<file path="config.mk">
export PLATFORM = sky130hd
export DESIGN_NAME = bo_datapath
export DESIGN_NICKNAME = d
export VERILOG_FILES = /design/src/rtl/bo_datapath.sv
export SDC_FILE = /design/constraint.sdc
export NUM_CORES = 1
export LEC_CHECK = 0
export CAP_MARGIN = 20
export CORE_ASPECT_RATIO = 1.4
export CORE_MARGIN = 1.5
export CORE_UTILIZATION = 50
export DETAILED_ROUTE_END_ITERATION = 8
export GPL_ROUTABILITY_DRIVEN = 0
export GPL_TIMING_DRIVEN = 0
export HOLD_SLACK_MARGIN = 0.08
export PLACE_DENSITY = 0.77
export REMOVE_ABC_BUFFERS = 1
export SYNTH_ARGS = -nofsm -noshare
export SYNTH_HDL_FRONTEND = slang
export SYNTH_SLANG_ARGS = --single-unit
</file>
<file path="constraint.sdc">
create_clock -name clk -period 2.4 [get_ports clk]
set_input_delay 0.24 -clock clk [delete_from_list [all_inputs] [get_ports clk]]
set_output_delay 0.24 -clock clk [all_outputs]
set_load 0.02 [all_outputs]
</file>
<file path="src/rtl/bo_datapath.sv">
// Shift-free iterative multiplier datapath: repeated addition of AR into ACC
// while CNT counts the remaining iterations down to zero.
module bo_datapath #(
  parameter int W = 8
) (
  input  logic           clk,
  input  logic           rst,
  input  logic           set,
  input  logic           rac,
  input  logic           dec,
  input  logic           cac,
  input  logic           pronto,
  input  logic [W-1:0]   a,
  input  logic [W-1:0]   b,
  output logic           zero,
  output logic [2*W-1:0] acc,
  output logic [2*W-1:0] result,
  output logic           done,
  output logic           busy
);

  logic [W-1:0]   ar;
  logic [W-1:0]   cnt;
  logic [2*W-1:0] acc_r;
  logic [2*W-1:0] res_r;
  logic           busy_r;
  logic           done_r;
  logic           capture;

  // Count down but stick at zero so a stray dec never wraps to all-ones.
  function automatic logic [W-1:0] dec_floor(input logic [W-1:0] v);
    if (v == '0) return '0;
    return v - 1'b1;
  endfunction

  function automatic logic [2*W-1:0] add_wrap(input logic [2*W-1:0] x,
                                               input logic [W-1:0]   y);
    return x + {{W{1'b0}}, y};
  endfunction

  assign capture = busy_r && pronto && !set;

  always_ff @(posedge clk or posedge rst) begin
    if (rst) begin
      ar     <= '0;
      cnt    <= '0;
      acc_r  <= '0;
      res_r  <= '0;
      busy_r <= 1'b0;
      done_r <= 1'b0;
    end else begin
      if (set) begin
        ar  <= a;
        cnt <= b;
      end else if (dec) begin
        cnt <= dec_floor(cnt);
      end

      if (rac)      acc_r <= '0;
      else if (cac) acc_r <= add_wrap(acc_r, ar);

      // A reload while busy restarts the run; RES only moves on capture.
      if (set)          busy_r <= 1'b1;
      else if (capture) busy_r <= 1'b0;

      if (capture) res_r <= acc_r;
      done_r <= capture;
    end
  end

  assign zero   = (cnt == '0);
  assign acc    = acc_r;
  assign result = res_r;
  assign done   = done_r;
  assign busy   = busy_r;

endmodule

</file>
==> qor.txt <==
Outcome -> finished clean
DRT iter0 DRCs -> 67
Max VDD drop -> 0.365 mV
Net count, final -> 365
Post-DRT Antenna Nets -> 0
Critical path's slowest cell -> fa_1
Setup Crit Path Kind -> register to register
Clock buffer depth -> 2
Die ar. -> 5540 sq um
Worst hold path class -> input port to asynchronous set/reset pin
Buf/Inv on CP -> 1
Slew Viols, Final -> 0
Congestion Overflow GR -> 0
Setup Skew -> 8.77 ps
Mean Syn Cell Area -> 9.33 sq um
Share of cells above drive strength 1 -> 0.0846
FF+latch count, synth -> 50
Synth Instances -> 273
Largest net degree at the start of global routing -> 28
RSZ-0062 raised after global routing -> false
Yosys top cell area share -> 0.491
WL final -> 5.67 mm
First-pass GRT wire length -> 9.51 mm
Period utilization -> 0.939
Hpwl dp -> 4.10 mm
Slowest stage delay, CP -> 410 ps
Largest area contributor in the netlist -> dfrtp_1
DP Worst Slack -> -683 ps
Worst-Margin Slew -> 944 ps
Synthesis-to-finish area growth -> 29.5%
Final setup fails -> 0
Core area -> 4880 sq um
Initial Utilization -> 0.522
FP Rows -> 30
Fraction of registers with async set/reset -> 1.00
Power Dens Cells -> 623 nW/um^2
GRT Overall Usage -> 0.217
Sequential area share after synthesis -> 0.491
Hold_buf cts -> 0
Ys Warns -> 0
Crit path required time -> 2600 ps
Leak -> 1.49 nW
Ant. Diodes -> 0
Die Width -> 63.3 um
WL/cell -> 14.4 um
Final Hold Vio Count -> 0
Vias in the first global route -> 2015
CP cell instances -> ha_1, inv_1, fa_1, nand2b_1, a21oi_4, o21ai_0, a21oi_1, mux2_2
Initial antenna violation count -> 0
CTS H-tree depth -> 2
Crit path max fanout -> 4
Worst skew pair latency -> 310 ps
Crit path launch type -> register
Crit-path leading delay family -> adder cells
Max_slew headroom -> 0.369
Worst Setup End Kind -> register
Count leader, synth -> nand2_1
Worst path arrival time -> 2460 ps
Dpl cells -> 387
Minimum clock period -> 2250 ps
CTS root buf -> clkbuf_8
TritonCTS clock tree -> yes
Max cap viols -> 0
TritonCTS buffer count -> 5
Distinct cells, synth -> 42
PortBufs -> 57
Netlist Area Pre-Place -> 2550 sq um
Residual DRC -> 0
Min setup slack post-route -> 145 ps
Peak Freq -> 444 MHz
Final non-filler cell total -> 395
Drt first pass iters -> 4
Die H -> 87.5 um
Setup TNS -> 0 ps
Top post-synthesis cells by area -> dfrtp_1 (49%), nand2_1 (8.7%), ha_1 (4.9%), mux2_2 (4.9%), nor2_1 (2.9%)
# fillers -> 405
IO Count -> 58
Vias per cell -> 5.34
Top FF cell, synth -> dfrtp_1
Clock-pin slew on the worst setup and hold paths -> 90 ps
Sink Count -> 50
Post-synth top cells -> nand2_1 (59), dfrtp_1 (50), nor2_1 (20)
EDFF count, synth -> 0
Via count -> 2110
-- sequential cells by signal, indices dropped and copies added (netlist names) --
| name | count |
|---|---|
| acc | 16 |
| cnt | 8 |
| done | 1 |
| busy | 1 |
| ar | 8 |
| result | 16 |
-- cells in the final DEF (no fill, tap or decap), drive strengths merged, types with 5 or more instances in the layout --
master and instances:
dfrtp 50, mux2 11, a21oi 15, nand2b 8, clkbuf 5, xor2 6, a21o 5, nor3 11
nor2 20, ha 10, nand2 59, o21ai 16, clkdlybuf4s50 56, inv 15
-- area by class of cell --
type,count,area (sq um),share of cell area
clock inverters,2,15.0,0.00455
flip-flops and latches,50,1250,0.379
well taps,64,80.1,0.0243
multi-input cells,200,1230,0.373
repair buffers,59,597,0.181
clock buffers,5,68.8,0.0209
inverters,15,56.3,0.0171
-- kinds of logic (layout without fill, tap and decap cells) --
| group | Yosys count | after routing | synth area share |
|---|---|---|---|
| AO/OA/AOI/OAI | 55 | 55 | 0.137 |
| XOR/XNOR | 7 | 7 | 0.0241 |
| adder cells (fa/ha/maj) | 11 | 11 | 0.0570 |
| buffers and inverters | 23 | 81 | 0.0349 |
| flip-flops | 50 | 50 | 0.491 |
| multiplexers | 13 | 13 | 0.0565 |
| AND/OR/NAND/NOR | 114 | 114 | 0.200 |
-- final timing paths --
path	depth (start not counted)	end	startpoint	slack [ps]
worst max-delay path	8	acc[14]$_DFFE_PP0P_	acc[0]$_DFFE_PP0P_	150
worst min-delay path	2	busy$_DFFE_PP0P_	rst	290
worst max register to register	8	acc[14]$_DFFE_PP0P_	acc[0]$_DFFE_PP0P_	150
worst min register to register	2	result[7]$_DFFE_PP0P_	result[7]$_DFFE_PP0P_	480
max in group asynchronous	3	acc[9]$_DFFE_PP0P_	rst	1590
min in group clk	2	result[7]$_DFFE_PP0P_	result[7]$_DFFE_PP0P_	480
-- layer usage --
layer	routed length [um]	GRT usage	vias up
li1	-	-	1049
met1	2420	0.266	1015
met2	2980	0.394	40
met3	193	0.0298	6
met4	76	0.0692	0
met5	0	0	-
-- power by group --
group / switching, mW / total [mW] / internal, mW
Combinational: 0.309 / 0.581 / 0.272
Sequential: 0.0744 / 0.996 / 0.921
Clock: 0.279 / 0.478 / 0.199
-- through the flow --
stage	hold slack [ps]	power [mW]	area, sq um	utilization
3_3_place_gp	458	1.56	3170	0.649
2_1_floorplan	303	1.34	2510	-
6_report	288	2.06	3300	0.676
4_1_cts	304	2.07	3290	0.674
3_5_place_dp	462	1.58	3190	0.653
5_1_grt	355	2.18	3300	0.676
-- worst reg2reg max path, delay by kind of cell (launching register included) --
family / cells / cell delay, ps
adders and majority gates: 2 / 620
AOI/OAI and AO/OA: 3 / 510
muxes: 1 / 350
buffers and inverters: 1 / 60
DFF: 1 / 400
and+or+nand+nor: 1 / 220
-- what timing repair did --
action / 4_1_cts / 5_1_grt
pin swaps: 0 / 0
setup buffers: 1 / 0
hold endpoints to repair: 0 / 0
endpoints found under the setup margin: 16 / 1
gates resized for setup: 3 / 1
Note: power is estimated with default switching activity, not from simulation.
